<file path="config.mk">
export PLATFORM = sky130hd
export DESIGN_NAME = systolic_tile_ctrl
export DESIGN_NICKNAME = d
export VERILOG_FILES = /design/src/rtl/systolic_pkg.sv /design/src/rtl/systolic_tile_ctrl_skew.sv /design/src/rtl/systolic_tile_ctrl.sv
export SDC_FILE = /design/constraint.sdc
export NUM_CORES = 1
export LEC_CHECK = 0
export ABC_AREA = 1
export BUFFER_PORTS_ARGS = -buffer_cell sky130_fd_sc_hd__buf_4
export CORE_MARGIN = 1.5
export CORE_UTILIZATION = 25
export CTS_CLUSTER_DIAMETER = 100
export DETAILED_ROUTE_END_ITERATION = 7
export PLACE_DENSITY = 0.47
export REMOVE_ABC_BUFFERS = 1
export SLEW_MARGIN = 20
export SYNTH_ARGS = -nofsm -noshare
export SYNTH_HDL_FRONTEND = slang
export SYNTH_SLANG_ARGS = --single-unit
</file>
<file path="constraint.sdc">
create_clock -name clk -period 2.3 [get_ports clk]
set_input_delay 0.46 -clock clk [delete_from_list [all_inputs] [get_ports clk]]
set_output_delay 0.46 -clock clk [all_outputs]
set_load 0.03 [all_outputs]
</file>
<file path="src/rtl/systolic_pkg.sv">
// rtl/systolic_pkg.sv - shared types and width helpers for the systolic tile sequencer
package systolic_pkg;

    typedef enum logic [2:0] {
        IDLE    = 3'd0,
        LOAD    = 3'd1,
        STREAM  = 3'd2,
        DRAIN   = 3'd3,
        CAPTURE = 3'd4,
        DONE    = 3'd5
    } state_t;

    localparam int ROWS_DEF    = 4;
    localparam int MAC_LAT_DEF = 2;
    localparam int DRAIN_CYC   = ROWS_DEF + MAC_LAT_DEF - 1;

    // Width that can hold every value 0..max_val.
    function automatic int cnt_width(input int max_val);
        return (max_val < 1) ? 1 : $clog2(max_val + 1);
    endfunction

    function automatic int drain_cycles(input int rows, input int mac_lat);
        return rows + mac_lat - 1;
    endfunction

endpackage

</file>
<file path="src/rtl/systolic_tile_ctrl_skew.sv">
// rtl/systolic_tile_ctrl_skew.sv - 1-bit-per-row skew shift register; row r sees the input delayed r cycles
module skew_shift #(
    parameter int ROWS = 4
) (
    input  logic            clk,
    input  logic            rst,
    input  logic            clr_i,
    input  logic            valid_i,
    output logic [ROWS-1:0] skew_o
);

    generate
        if (ROWS == 1) begin : g_single
            assign skew_o = valid_i;
        end else begin : g_chain
            // Row 0 is the live input, so only ROWS-1 stages need storage.
            logic [ROWS-2:0] sr_q;

            always_ff @(posedge clk) begin
                if (rst || clr_i) begin
                    sr_q <= '0;
                end else begin
                    sr_q <= skew_o[ROWS-2:0];
                end
            end

            assign skew_o = {sr_q, valid_i};
        end
    endgenerate

endmodule

</file>
<file path="src/rtl/systolic_tile_ctrl.sv">
// rtl/systolic_tile_ctrl.sv - LOAD/STREAM/DRAIN/CAPTURE sequencer for a weight-stationary tile; SYSTOLIC_CTRL_PERF_EN adds perf counters
module systolic_tile_ctrl
    import systolic_pkg::*;
#(
    parameter int ROWS    = 4,
    parameter int COLS    = 4,
    parameter int K_MAX   = 256,
    parameter int MAC_LAT = 2,
    parameter int KW      = cnt_width(K_MAX),
    parameter int AW      = (ROWS > 1) ? $clog2(ROWS) : 1,
    parameter int YW      = (COLS > 1) ? $clog2(COLS) : 1
) (
    input  logic            clk,
    input  logic            rst,
    input  logic            start,
    input  logic [KW-1:0]   k_len,
    input  logic            reuse_w,
    input  logic            abort,
    output logic            busy,
    output logic            done,
    output logic            c_enable,
    output logic [AW-1:0]   w_rd_addr,
    output logic [KW-1:0]   k_idx,
    output logic [ROWS-1:0] skew_valid,
    output logic            y_valid,
    output logic [YW-1:0]   y_col,
    output logic [31:0]     busy_cycles,
    output logic [15:0]     tile_count
);

    localparam int DCYC = drain_cycles(ROWS, MAC_LAT);
    localparam int CW   = cnt_width(ROWS + COLS + DCYC);

    state_t        state_q, state_d;
    logic [CW-1:0] cnt_q, cnt_d;
    logic [KW-1:0] k_idx_q, k_idx_d;
    logic [KW-1:0] k_len_q, k_len_d;
    logic          w_loaded_q, w_loaded_d;

    always_comb begin
        state_d    = state_q;
        cnt_d      = cnt_q;
        k_idx_d    = k_idx_q;
        k_len_d    = k_len_q;
        w_loaded_d = w_loaded_q;

        case (state_q)
            IDLE: begin
                if (start && (k_len != '0) && (k_len <= KW'(K_MAX))) begin
                    k_len_d = k_len;
                    if (reuse_w && w_loaded_q) begin
                        state_d = STREAM;
                    end else begin
                        state_d = LOAD;
                        cnt_d   = CW'(ROWS - 1);
                    end
                end
            end
            LOAD: begin
                if (cnt_q == '0) begin
                    state_d    = STREAM;
                    w_loaded_d = 1'b1;
                end else begin
                    cnt_d = cnt_q - CW'(1);
                end
            end
            STREAM: begin
                // k_idx stops on the last beat and holds through DRAIN.
                if (k_idx_q == k_len_q - KW'(1)) begin
                    state_d = DRAIN;
                    cnt_d   = CW'(DCYC - 1);
                end else begin
                    k_idx_d = k_idx_q + KW'(1);
                end
            end
            DRAIN: begin
                if (cnt_q == '0) begin
                    state_d = CAPTURE;
                end else begin
                    cnt_d = cnt_q - CW'(1);
                end
            end
            CAPTURE: begin
                if (cnt_q == CW'(COLS - 1)) begin
                    state_d = DONE;
                end else begin
                    cnt_d = cnt_q + CW'(1);
                end
            end
            DONE:    state_d = IDLE;
            default: state_d = IDLE;
        endcase

        if (abort && (state_q != IDLE)) begin
            state_d = IDLE;
            if (state_q == LOAD) begin
                w_loaded_d = 1'b0;
            end
        end

        if (state_d == IDLE) begin
            cnt_d   = '0;
            k_idx_d = '0;
        end
    end

    always_ff @(posedge clk) begin
        if (rst) begin
            state_q    <= IDLE;
            cnt_q      <= '0;
            k_idx_q    <= '0;
            k_len_q    <= '0;
            w_loaded_q <= 1'b0;
        end else begin
            state_q    <= state_d;
            cnt_q      <= cnt_d;
            k_idx_q    <= k_idx_d;
            k_len_q    <= k_len_d;
            w_loaded_q <= w_loaded_d;
        end
    end

    skew_shift #(.ROWS(ROWS)) u_skew (
        .clk     (clk),
        .rst     (rst),
        .clr_i   (state_d == IDLE),
        .valid_i (state_q == STREAM),
        .skew_o  (skew_valid)
    );

    assign busy      = (state_q != IDLE);
    assign done      = (state_q == DONE);
    assign c_enable  = (state_q == LOAD);
    assign y_valid   = (state_q == CAPTURE);
    assign w_rd_addr = (state_q == LOAD)    ? cnt_q[AW-1:0] : '0;
    assign y_col     = (state_q == CAPTURE) ? cnt_q[YW-1:0] : '0;
    assign k_idx     = k_idx_q;

`ifdef SYSTOLIC_CTRL_PERF_EN
    logic [31:0] busy_cycles_q;
    logic [15:0] tile_count_q;

    always_ff @(posedge clk) begin
        if (rst) begin
            busy_cycles_q <= '0;
            tile_count_q  <= '0;
        end else begin
            if (busy && (busy_cycles_q != '1)) begin
                busy_cycles_q <= busy_cycles_q + 32'd1;
            end
            if (done && (tile_count_q != '1)) begin
                tile_count_q <= tile_count_q + 16'd1;
            end
        end
    end

    assign busy_cycles = busy_cycles_q;
    assign tile_count  = tile_count_q;
`else
    assign busy_cycles = '0;
    assign tile_count  = '0;
`endif

endmodule
</file>
==> results.py <==
metrics = {
    "cts": {
        "insertion_delay_ns": 0.28,
        "tritoncts_clock_tree": "done",
        "clock_tree.buffer_depth": 2,
        "clockRootBuffer": "sky130_fd_sc_hd__clkbuf_8",
        "h-tree-depth": 2,
        "total_number_of_clock_tree_sinks": 29,
        "tritoncts_buffer_count": 5,
        "clkTransAtPathRegs_ns": 0.07,
    },
    "placement": {
        "post_dp_area_um2": 2580,
        "dp_worst_setup_slack_ns": 0.204,
        "io_buffer_count": 34,
        "place.detailed.hpwl_um": 4060,
        "routability_congestion_estimate": 0.793,
    },
    "timing": {
        "fin_crit_sh_pct": 89.1,
        "period_minus_slack_ns": 2.05,
        "rsz0062_at_grt": "no",
        "drv_slew": 0,
        "fin_worst_skew_ns": 0.00570,
        "hold_violations": 0,
        "setup-tns-final_ns": 0,
        "setup_viol": 0,
        "finalWorstSetupSlack_ns": 0.251,
        "max_freq_mhz": 488,
    },
    "pwr": {
        "internal_power_uw": 893,
        "power.share.switching_pct": 38.0,
        "vdd_ir_drop_max_uv": 181,
        "p_per_area_nw_per_um2": 538,
        "combPwrFrac_pct": 32.3,
        "totalPowerFinal_mw": 1.44,
        "power.share.clock_pct": 29.7,
        "switchingPower_uw": 547,
        "power.leakage_nw": 1.36,
        "power.share.sequential_pct": 38.0,
    },
    "setup_path": {
        "criticalPathCategory": "reg2out",
        "cp_max_fo": 4,
        "worst_path_dominant_cell_family": "simple AND/OR/NAND/NOR gates",
        "r2r-start": "k_len_q[0]",
        "endpoint_kind": "output pin",
        "timing.critical_path.slowest_cell_delay_ns": 0.45,
        "timing.critical_path.arrival_ns": 1.59,
        "crit_buf_inv": 4,
        "critical_path_required_ns": 1.84,
        "worst-r2r-setup-slack_ns": 0.30,
        "path_cells": "inv_2, nor2_2, inv_1, nor2_1, inv_1, nor2_1, buf_4",
        "reg2reg_to": "k_idx[6]",
        "timing.reg2reg.worst_path_depth": 13,
        "worst_path_max_delay_cell": "sky130_fd_sc_hd__dfxtp_1",
        "worstSetupStartpointType": "register",
    },
    "route": {
        "drt.antenna.violating_nets": 0,
        "routed_wirelength_um": 4940,
        "detailedRoute.firstPassIterationCount": 4,
        "count_of_routing_violations_after_the_opening_detailed_route_iteration": 57,
        "remaining_drc_errors": 0,
        "wire_length_per_cell_um": 9.47,
        "vias": 2022,
        "avgViaCountPerCell": 3.87,
    },
    "die": {
        "rows": 35,
        "dieHeight_um": 101,
        "fp.dieW_um": 101,
        "initial_utilization_pct": 25.8,
        "dieArea_um2": 10100,
        "pin_count": 83,
        "design.core.area_um2": 9240,
    },
    "global_route": {
        "overflow": 0,
        "grtUsageTotal_pct": 10.4,
        "grt_first_pass_wirelength_um": 8360,
        "antenna_found_initial": 0,
        "grt_max_degree": 15,
        "vias_in_the_first_global_route": 1844,
    },
    "yosys": {
        "synth_warnings": 0,
        "synthDistinctLibCells": 35,
        "synth_sequential_area_ratio_pct": 24.4,
        "synthesis.instances": 357,
        "post_synth_instance_area_um2": 2380,
        "postSynthRegisterBits": 29,
        "avgSynthCellArea_um2": 6.67,
    },
    "worst_hold_path": {
        "worst_hold_path.num_cells": 2,
        "min-delay-path-class": "in2reg",
        "min-delay-start": "abort",
    },
    "job": {
        "maxCapViolations": 0,
    },
    "run_status": {
        "status": "finished, final reports clean",
    },
    "layout": {
        "finish.net_count": 413,
        "post_route_cells_drive_above_1_share_pct": 23.9,
        "postLayoutCellArea_um2": 2680,
        "antennaDiodeCount": 0,
        "syn2layout_area_growth_pct": 12.3,
        "layout.filler_cells": 1049,
    },
}
-- through the flow --
| step | instances | hold WS, ns | utilization, % |
|---|---|---|---|
| floorplan | 350 | 0.465 | - |
| global placement | 515 | 0.464 | 28.0 |
| detailed placement | 515 | 0.453 | 28.0 |
| CTS | 522 | 0.368 | 28.9 |
| global route | 522 | 0.381 | 29.0 |
| finish | 522 | 0.375 | 29.0 |
-- repair_timing --
| item | CTS | global route |
|---|---|---|
| hold buffers | 0 | 0 |
| setup buffers | 0 | 0 |
| setup endpoints to repair | 0 | 10 |
| resized for setup | 0 | 2 |
| endpoints found under the hold margin | 0 | 0 |
-- worst max-delay path by stage --
stage | slack, ns | endpoint | depth (start not counted) | from
final | 0.25 | w_rd_addr[0] | 7 | state_q[0]
after global routing | 0.07 | k_idx[5] | 15 | k_len_q[0]
after CTS | 0.19 | k_idx[0] | 15 | k_len_q[0]
after detailed placement | 0.20 | k_idx[0] | 15 | k_len_q[0]
after global placement | 0.23 | k_idx[4] | 15 | k_len_q[0]
after floorplan | 0.13 | w_rd_addr[0] | 6 | state_q[0]
-- cell type report --
type                            count  area [um^2]  area share (%)
Sequential cell                    29          581            21.7
Tap cell                          129          161            6.03
Multi-Input combinational cell    275         1400            52.5
Clock buffer                        7         86.3            3.23
Inverter                           46          173            6.45
Timing Repair Buffer               36          270            10.1
-- Yosys cell counts, drive strengths merged --
cell	number	area [um^2]
ha	5	62.6
o2111ai	1	8.76
a21boi	2	15.0
a211oi	8	60.1
o21ai	14	88.8
buf	52	399
nor3	4	36.3
dfxtp	29	581
inv	46	173
xnor2	5	43.8
fa	1	20.0
conb	1	3.75
nor2	45	201
nand2	104	438
a21oi	6	30.0
or2	1	6.26
nand3	19	100
nand4	4	37.5
xor2	8	70.1
clkbuf	2	7.51
-- layer usage --
| layer | global-route usage (%) | vias to the layer above | wire [um] |
|---|---|---|---|
| met1 | 12.7 | 880 | 2310 |
| met3 | 2.50 | 5 | 221 |
| li1 | - | 1086 | - |
| met5 | 0 | - | 0 |
| met4 | 2.60 | 0 | 35 |
| met2 | 18.3 | 51 | 2370 |
-- layout by cell type, fill, tap and decap left out --
cell and count:
sky130_fd_sc_hd__nand2_1 87, sky130_fd_sc_hd__or2_2 1, sky130_fd_sc_hd__nor3_1 2, sky130_fd_sc_hd__a21boi_0 2, sky130_fd_sc_hd__nor2_4 2, sky130_fd_sc_hd__nand3_2 1, sky130_fd_sc_hd__buf_4 36, sky130_fd_sc_hd__nor3_4 1
sky130_fd_sc_hd__conb_1 48, sky130_fd_sc_hd__inv_1 29, sky130_fd_sc_hd__xor2_1 8, sky130_fd_sc_hd__clkbuf_1 1, sky130_fd_sc_hd__nand4_1 2, sky130_fd_sc_hd__nand2_2 15, sky130_fd_sc_hd__ha_1 5, sky130_fd_sc_hd__clkbuf_8 6
sky130_fd_sc_hd__nand3_1 18, sky130_fd_sc_hd__o21ai_2 2, sky130_fd_sc_hd__a211oi_1 8, sky130_fd_sc_hd__o21ai_1 4, sky130_fd_sc_hd__nor2_1 36, sky130_fd_sc_hd__fa_1 1, sky130_fd_sc_hd__nor2_2 7, sky130_fd_sc_hd__o2111ai_1 1
sky130_fd_sc_hd__inv_2 17, sky130_fd_sc_hd__dfxtp_1 29, sky130_fd_sc_hd__nand4_2 2, sky130_fd_sc_hd__xnor2_1 5, sky130_fd_sc_hd__o21ai_4 1, sky130_fd_sc_hd__o21ai_0 7, sky130_fd_sc_hd__nand2_4 2, sky130_fd_sc_hd__nor3_2 1
sky130_fd_sc_hd__a21oi_1 6
-- state kept, by name, indices dropped and copies added (netlist names), named ones only --
register	flops
k_idx	9
k_len_q	9
cnt_q	4
state_q	3
u_skew.g_chain.sr_q	3
-- power groups by stage --
stage                     Clock, mW  Combinational [mW]  Sequential (mW)
after global placement            0               0.465            0.559
after detailed placement          0               0.466            0.559
after CTS                     0.446               0.468            0.548
after floorplan                   0               0.370            0.555
final                         0.427               0.465            0.548
after global routing          0.465               0.524            0.551
-- worst reg2reg max path, cell delays in order, from the launching register on --
cell and delay, ns:
sky130_fd_sc_hd__dfxtp_1 0.34, sky130_fd_sc_hd__inv_2 0.08, sky130_fd_sc_hd__ha_1 0.31, sky130_fd_sc_hd__or2_2 0.27, sky130_fd_sc_hd__nand3_1 0.08, sky130_fd_sc_hd__nor2_1 0.05
sky130_fd_sc_hd__nand2_1 0.06, sky130_fd_sc_hd__nor2_1 0.03, sky130_fd_sc_hd__nand3_1 0.11, sky130_fd_sc_hd__nand2_4 0.11, sky130_fd_sc_hd__buf_4 0.19, sky130_fd_sc_hd__o21ai_0 0.18
sky130_fd_sc_hd__nand2_2 0.08, sky130_fd_sc_hd__inv_2 0.04
-- kinds of logic after synthesis --
family                   synth area share (%)
AO/OA/AOI/OAI                            8.51
adder cells (fa/ha/maj)                  3.47
other                                   0.157
buffers and inverters                    24.3
flip-flops                               24.4
XOR/XNOR                                 4.78
AND/OR/NAND/NOR                          34.4
Note: power is estimated with default switching activity, not from simulation.
